File: config.mk
export PLATFORM = sky130hd
export DESIGN_NAME = creek_avl_arbiter
export DESIGN_NICKNAME = d
export VERILOG_FILES = /design/src/rtl/creek_avl_arbiter.sv
export SDC_FILE = /design/constraint.sdc
export NUM_CORES = 1
export LEC_CHECK = 0
export CAP_MARGIN = 25
export CORE_AREA = 2 2 413 415
export CTS_BUF_LIST = sky130_fd_sc_hd__clkbuf_4 sky130_fd_sc_hd__clkbuf_8
export DETAILED_ROUTE_END_ITERATION = 8
export DIE_AREA = 0 0 415 417
export PLACE_DENSITY_LB_ADDON = 0.2
export SLEW_MARGIN = 10
export SYNTH_ARGS = -nofsm -noshare
export SYNTH_HDL_FRONTEND = slang
export SYNTH_SLANG_ARGS = --single-unit
File: constraint.sdc
create_clock -name clk -period 5.9 [get_ports clk]
set_input_delay 1.18 -clock clk [delete_from_list [all_inputs] [get_ports clk]]
set_output_delay 1.18 -clock clk [all_outputs]
set_load 0.05 [all_outputs]
File: src/rtl/creek_avl_arbiter.sv
// Round-robin Avalon-MM arbiter: N Creek masters onto one DDR3 controller port,
// with in-order read response routing through a channel-ID tag FIFO.
module creek_avl_arbiter #(
  parameter int N_CHAN    = 4,
  parameter int ADDR_W    = 26,
  parameter int DATA_W    = 128,
  parameter int MAX_OUTST = 8
) (
  input  logic                     clk,
  input  logic                     reset,
  input  logic                     local_init_done,
  input  logic [N_CHAN*ADDR_W-1:0] ch_address,
  input  logic [N_CHAN-1:0]        ch_read,
  input  logic [N_CHAN-1:0]        ch_write,
  input  logic [N_CHAN*DATA_W-1:0] ch_writedata,
  output logic [N_CHAN-1:0]        ch_ready,
  output logic [N_CHAN-1:0]        ch_readdatavalid,
  output logic [DATA_W-1:0]        ch_readdata,
  input  logic                     avl_ready,
  output logic [ADDR_W-1:0]        avl_address,
  output logic                     avl_read,
  output logic                     avl_write,
  output logic                     avl_burstbegin,
  output logic [DATA_W-1:0]        avl_writedata,
  input  logic                     avl_readdatavalid,
  input  logic [DATA_W-1:0]        avl_readdata,
  output logic                     rsp_orphan
);

  localparam int CW = $clog2(N_CHAN);
  localparam int FW = $clog2(MAX_OUTST);

  typedef enum logic [1:0] {S_WAIT_INIT, S_IDLE, S_ISSUE} state_t;

  state_t              r_state, w_state_nxt;
  logic [CW-1:0]       r_rr_ptr, r_grant, w_pick, w_rr_nxt, w_tag;
  logic                w_found, w_take, w_accept, w_push, w_pop, w_full, w_empty;
  logic [N_CHAN-1:0]   w_elig;
  int unsigned         w_idx;
  logic [ADDR_W-1:0]   r_avl_address, w_sel_addr;
  logic [DATA_W-1:0]   r_avl_writedata, w_sel_data, r_rdata;
  logic                r_avl_read, r_avl_write, w_sel_read, r_orphan;
  logic [N_CHAN-1:0]   r_rdv;
  logic [CW-1:0]       r_tag_mem [MAX_OUTST];
  logic [FW-1:0]       r_wr_ptr, r_rd_ptr;
  logic [FW:0]         r_count;

  assign w_full  = (r_count == (FW+1)'(MAX_OUTST));
  assign w_empty = (r_count == '0);
  assign w_tag   = r_tag_mem[r_rd_ptr];

  // A read-and-write request is treated as a read, so it is blocked entirely while tags are exhausted.
  always_comb begin
    w_elig = '0;
    for (int unsigned c = 0; c < N_CHAN; c++) begin
      w_elig[c] = ch_read[c] ? !w_full : ch_write[c];
    end
  end

  always_comb begin
    w_found = 1'b0;
    w_pick  = '0;
    w_idx   = 0;
    for (int unsigned i = 0; i < N_CHAN; i++) begin
      w_idx = 32'(r_rr_ptr) + i;
      if (w_idx >= N_CHAN) w_idx = w_idx - N_CHAN;
      if (!w_found && w_elig[w_idx[CW-1:0]]) begin
        w_found = 1'b1;
        w_pick  = w_idx[CW-1:0];
      end
    end
  end

  always_comb begin
    w_sel_addr = '0;
    w_sel_data = '0;
    w_sel_read = 1'b0;
    for (int unsigned c = 0; c < N_CHAN; c++) begin
      if (w_pick == c[CW-1:0]) begin
        w_sel_addr = ch_address[c*ADDR_W +: ADDR_W];
        w_sel_data = ch_writedata[c*DATA_W +: DATA_W];
        w_sel_read = ch_read[c];
      end
    end
  end

  always_ff @(posedge clk) begin
    if (reset) r_state <= S_WAIT_INIT;
    else       r_state <= w_state_nxt;
  end

  always_comb begin
    w_state_nxt = r_state;
    w_take      = 1'b0;
    w_accept    = 1'b0;
    case (r_state)
      S_WAIT_INIT: if (local_init_done) w_state_nxt = S_IDLE;
      S_IDLE: begin
        if (!local_init_done) begin
          w_state_nxt = S_WAIT_INIT;
        end else if (w_found) begin
          w_take      = 1'b1;
          w_state_nxt = S_ISSUE;
        end
      end
      S_ISSUE: begin
        if (avl_ready) begin
          w_accept    = 1'b1;
          w_state_nxt = S_IDLE;
        end
      end
      default: w_state_nxt = S_WAIT_INIT;
    endcase
  end

  always_comb begin
    ch_ready = '0;
    if (w_accept) ch_ready[r_grant] = 1'b1;
  end

  assign w_rr_nxt = (r_grant == CW'(N_CHAN - 1)) ? '0 : r_grant + 1'b1;
  assign w_push   = w_accept & r_avl_read;
  assign w_pop    = avl_readdatavalid & !w_empty;

  always_ff @(posedge clk) begin
    if (reset) begin
      r_rr_ptr        <= '0;
      r_grant         <= '0;
      r_avl_address   <= '0;
      r_avl_writedata <= '0;
      r_avl_read      <= 1'b0;
      r_avl_write     <= 1'b0;
    end else if (w_take) begin
      r_grant         <= w_pick;
      r_avl_address   <= w_sel_addr;
      r_avl_writedata <= w_sel_data;
      r_avl_read      <= w_sel_read;
      r_avl_write     <= !w_sel_read;
    end else if (w_accept) begin
      r_avl_read      <= 1'b0;
      r_avl_write     <= 1'b0;
      r_rr_ptr        <= w_rr_nxt;
    end
  end

  always_ff @(posedge clk) begin
    if (w_push) r_tag_mem[r_wr_ptr] <= r_grant;
  end

  always_ff @(posedge clk) begin
    if (reset) begin
      r_wr_ptr <= '0;
      r_rd_ptr <= '0;
      r_count  <= '0;
    end else begin
      if (w_push) r_wr_ptr <= r_wr_ptr + 1'b1;
      if (w_pop)  r_rd_ptr <= r_rd_ptr + 1'b1;
      case ({w_push, w_pop})
        2'b10:   r_count <= r_count + 1'b1;
        2'b01:   r_count <= r_count - 1'b1;
        default: r_count <= r_count;
      endcase
    end
  end

  // Responses with no outstanding tag are dropped and flagged rather than routed anywhere.
  always_ff @(posedge clk) begin
    if (reset) begin
      r_rdv    <= '0;
      r_rdata  <= '0;
      r_orphan <= 1'b0;
    end else begin
      r_rdv <= '0;
      if (w_pop) begin
        r_rdv[w_tag] <= 1'b1;
        r_rdata      <= avl_readdata;
      end
      if (avl_readdatavalid && w_empty) r_orphan <= 1'b1;
    end
  end

  assign avl_address      = r_avl_address;
  assign avl_read         = r_avl_read;
  assign avl_write        = r_avl_write;
  assign avl_burstbegin   = r_avl_read | r_avl_write;
  assign avl_writedata    = r_avl_writedata;
  assign ch_readdatavalid = r_rdv;
  assign ch_readdata      = r_rdata;
  assign rsp_orphan       = r_orphan;

endmodule
== Word-level counts from Yosys, hierarchy flattened ==
Memory sizes are Yosys's and may differ from the RTL's. A register that Yosys moved wholly into a read port is not among the register bits.
Cells that the tools add are included.

* Equal/unequal tests: 12
* Divide/modulo/power cells: 0
* Bitwise logic cells: 5
* Shift operators: 0
* Add/sub/neg operators: 12
* $mul: 0
* Mux-type cells: 60
* Reductions and logical operators: 20
* Order comparisons: 12

{| class="wikitable"
|+ Operator list
! cell !! number
|-
| 128-bit 2-to-1 mux || 4
|-
| 26-bit 2-to-1 mux || 4
|-
| 1-bit 2-to-1 mux || 28
|-
| 2-bit 2-to-1 mux || 13
|-
| 2-bit by 3-bit less-than comparator with 1-bit output, second input constant || 6
|-
| 2-bit equality test, second input constant || 5
|-
| 3-bit greater-or-equal comparator, second input constant || 3
|-
| 1-bit binary-select mux with 2-bit select || 4
|-
| 4-bit one-hot mux with 2 select lines || 1
|-
| 2-bit by 1-bit subtractor with 2-bit output, second input constant || 4
|-
| 2-bit by 2-bit adder with 3-bit output, second input constant || 2
|-
| 3-bit by 1-bit adder with 3-bit output, second input constant || 2
|-
| 2-bit by 1-bit equality test with 1-bit output, second input constant || 3
|-
| 1-bit logical AND || 6
|-
| 1-bit zero test || 6
|-
| 3-bit 2-to-1 mux || 2
|-
| 2-bit one-hot mux with 3 select lines || 1
|-
| 4-bit by 1-bit adder with 4-bit output, second input constant || 1
|-
| 1-bit demux with 2-bit select || 2
|-
| 4-bit equality test, second input constant || 1
|-
| 2-bit by 1-bit greater-or-equal comparator with 1-bit output, second input constant || 2
|-
| 2-bit zero test || 2
|-
| 4-bit zero test || 1
|-
| 4-bit 2-to-1 mux || 1
|-
| other kinds (13) || 17
|}

* Memory bits (read-only): 0
* Input port bits: 757
* Bits in registers: 305
* Memories kept: 1
* Output and inout bits: 294
* Bits in latches: 0
* Bits in writable memories: 16

{| class="wikitable"
|+ Memory list
! memory !! words !! bits a word !! read ports !! clocked after Yosys merged registers in !! write ports !! line !! RTL
|-
| r_tag_mem || 8 || 2 || 1 || 1 || 1 || 44 || <nowiki>logic [CW-1:0] r_tag_mem [MAX_OUTST];</nowiki>
|}

== Logic depth before layout (Yosys ltp) ==
* Depth in word-level cells: 22
* Gate-level depth with buffers: 12

== Worst setup path after synthesis ==
No wires, ideal clock.

* Kind: input-to-output
* Start point: input port avl_ready
* End point: output port ch_ready[0]
* Slack: 2.691 ns
* Arrival time: 2.029 ns
* Stages on the path: 3
* Cell sequence: and3b_1 clkbuf_1 and2_1

* Longest elaborated chain between the ends: 3

{| class="wikitable"
|+ RTL lines
! element !! line !! RTL
|-
| start: declaration || 19 || <nowiki>input logic avl_ready,</nowiki>
|-
| 1-bit 2-to-1 mux || 107 || <nowiki>if (avl_ready) begin</nowiki>
|-
| 1-bit 2-to-1 mux || 96 || <nowiki>case (r_state)</nowiki>
|-
| 4-bit 2-to-1 mux || 118 || <nowiki>if (w_accept) ch_ready[r_grant] = 1'b1;</nowiki>
|-
| end: declaration || 16 || <nowiki>output logic [N_CHAN-1:0] ch_ready,</nowiki>
|}

No other way between the ends.

== Worst setup path after layout ==
* Start point: input port avl_ready
* End point: output port ch_ready[3]

Same word-level chain as after synthesis.

==> metrics.cfg <==
[detailed_routing]
vias = 18720
drtIter0Drc = 969
drt_first_pass_iters = 5
ant_nets = 0
detail_route.vias_per_cell = 3.639
routedWlPerCell_um = 23.26
drcViolationCount = 0
routed_wire_length_mm = 119.6

[logic_synthesis]
synth_sequential_area_ratio = 0.4348
yosys_warnings = 0
yosys_most_used_dff = dfxtp_1
syn-num-nets = 2620
synthCells = 1853
synth.ff_latch_count = 324
synth_enable_flop_cells = 16
synth_cell_types = 56
synthesis.area_per_instance_sq_um = 8.249
combined_area_of_all_synthesized_cells_sq_mm = 0.01528
postSynth.asyncResetShare = 0

[layout]
finalNonFillerCells = 5144
final.fill_count = 19100
layout_commonest_cell = clkdlybuf4s50_1
finalInstanceArea_sq_mm = 0.03011
area_growth_pct = 96.98
final_cell_mix = clkdlybuf4s50_1 (1049), nand2_1 (388), dfxtp_1 (308), a211oi_1 (153), a21oi_1 (144)
layout_nets = 3616
layout_cells_sized_above_1 = 0.08196

[critical_path]
crit_required_ns = 4.72
r2r-end = avl_address[23]
regToRegSetupSlack_ns = 2.06
crit_type = primary input to output pin
crit-reg2reg-launch = r_count[0]
cp_data_arrival_time_ns = 3.34
crit_path_max_incr_delay_ns = 0.86
timing.critical_path.mode_cell = clkdlybuf4s50_1
critical_path.max_fanout = 5
critical_path.endpoint_type = output pin
worstSetupStartpointType = primary input
worstRegToRegCells = 7
crit_path_slowest_cell = clkdlybuf4s50_1
worstPathCellList = clkdlybuf4s50_1 -> and3b_1 -> and2_1 -> clkdlybuf4s50_1

[cts]
clock_sink_count = 324
htree_levels = 3
number_of_buffers_inserted_by_hold_repair_at_cts = 0
cts_tree = built
post_cts.resized_instances = 0
clock_latency_ns = 0.73
postCtsSetupRepairBufs = 0
clkTransAtPathRegs_ns = 0.06
clk_path_buf_depth = 3
cts-buffers-inserted = 76
clock_tree.root_cell = clkbuf_8

[grt]
grt_antenna_before_repair = 50
first_global_vias = 19290
grt_max_degree = 81
global_route_wire_length_before_repair_mm = 160.9
grt_util_all_layers = 0.1317
overflow = 0

[timing]
min_period_over_period = 0.7656
finalMaxSlewViolations = 0
maximum_operating_frequency_ghz = 0.2214
fin_setup_tns_ns = 0
maxSlewHeadroom = 0.3222
worst-slew-pin-transition_ns = 1.017
post-route-worst-setup-slack_ns = 1.383
final_hold_viol_count = 0
fin_worst_skew_ns = 0.07216
period_minus_slack_ns = 4.517
setup_repair_after_global_routing_missed_its_margin = false
finalSetupViolCount = 0

[floorplanning]
core_sq_mm = 0.1685
fp.dieW_um = 415
floorplan.initialDensity = 0.09070
die-height_um = 417
die_area_sq_mm = 0.1731
io-pin-count = 1051
rows = 151

[place]
post_dp_cell_area_sq_mm = 0.02840
buffer_ports.inserted = 1050
post-dp-hpwl_mm = 92.57
dp_worst_setup_slack_ns = 1.264
final_estimated_routing_congestion_in_global_placement = 0.8682
number_of_cells_in_the_design_after_placement = 4989

[worst_hold_path]
hold_end = avl_writedata[75]
hold_path.startpoint = avl_writedata[75]
hp-class = flop to flop
whs_path_depth = 2

[flow_run]
timing.max_cap.violations = 0

[power]
vdd.ir_drop.worst_uv = 134.7
power_leakage_nw = 10.13
powerDensity_mw_per_mm2 = 216.7

[status]
run_status = completed

-- report_power, final --
part / switching, mW / total [mW] / internal (mW)
sequential: 0.0336 / 2.29 / 2.26
combinational: 0.609 / 1.26 / 0.648
clock: 1.32 / 2.98 / 1.66
-- worst max-delay path by stage --
stage                     startpoint              end  slack, ns  cells past startpoint
after floorplan            avl_ready      ch_ready[0]       2.69                      3
after global placement    ch_read[0]  avl_address[23]       1.27                      8
after detailed placement   avl_ready      ch_ready[3]       1.26                      4
after CTS                  avl_ready      ch_ready[3]       1.26                      4
after global routing       avl_ready      ch_ready[3]       1.31                      4
final                      avl_ready      ch_ready[3]       1.38                      4
-- kinds of logic (layout without fill, tap and decap cells) --
group	Yosys count	after routing	share of synthesized area
compound gates	674	674	0.3064
xor+xnor	6	6	0.003438
fa+ha+maj	10	10	0.008677
buf+inv	196	1247	0.05345
flops	324	324	0.4348
mux	6	6	0.007204
other cells	0	22	0
simple gates	637	637	0.1860
-- stage by stage --
step / hold WS [ns] / power, mW / utilization
floorplan: 0.4541 / 2.773 / -
global placement: 0.4365 / 3.606 / 0.1685
detailed placement: 0.4415 / 3.603 / 0.1685
CTS: 0.4493 / 6.710 / 0.1783
global route: 0.4620 / 6.852 / 0.1785
finish: 0.4445 / 6.525 / 0.1787
-- cell usage after synthesis (35+ instances only) --
cell type    n  share of area
nand2_1    388          0.095
dfxtp_1    308           0.40
a211oi_1   155          0.076
a21oi_1    144          0.047
clkbuf_1   137          0.034
and3_1     120          0.049
o21ai_1    119          0.039
o221ai_1   100          0.057
nor2_1      62          0.015
a21o_1      41          0.020
nand3_1     41          0.013
o21ai_0     39          0.013
a221oi_1    37          0.021
buf_2       35          0.011
-- worst max-delay path: cells and delay by family --
kind	cells	cell delay (ns)
simple gates	2	0.80
buf+inv	2	1.34
-- area by class of cell --
class                   instances  area [sq um]  area share
clock inverters                12         172.7    0.005735
diodes                         22         55.05    0.001829
repair buffers               1106         11060      0.3672
flip-flops and latches        324          6646      0.2208
multi-input cells            1333          7885      0.2619
inverters                       8         32.53    0.001080
well taps                    2218          2775     0.09217
clock buffers                 121          1484     0.04929
-- per-layer routing --
layer  wire length (um)  track usage  vias up
li1                   -            -     8856
met4               2065      0.03501       34
met5                211            0        -
met2              62390       0.2401      626
met3               8035      0.04171      163
met1              46940       0.1464     9041
-- state kept, by name, summed over array words and instances (netlist names), named ones only --
name / count
r_rd_ptr: 3
rsp_orphan: 1
r_state: 2
r_grant: 2
ch_readdata: 128
r_rr_ptr: 2
ch_readdatavalid: 4
avl_writedata: 128
r_count: 4
avl_write: 1
avl_read: 1
r_tag_mem: 16
avl_address: 26
r_wr_ptr: 3
Note: power is estimated with default switching activity, not from simulation.
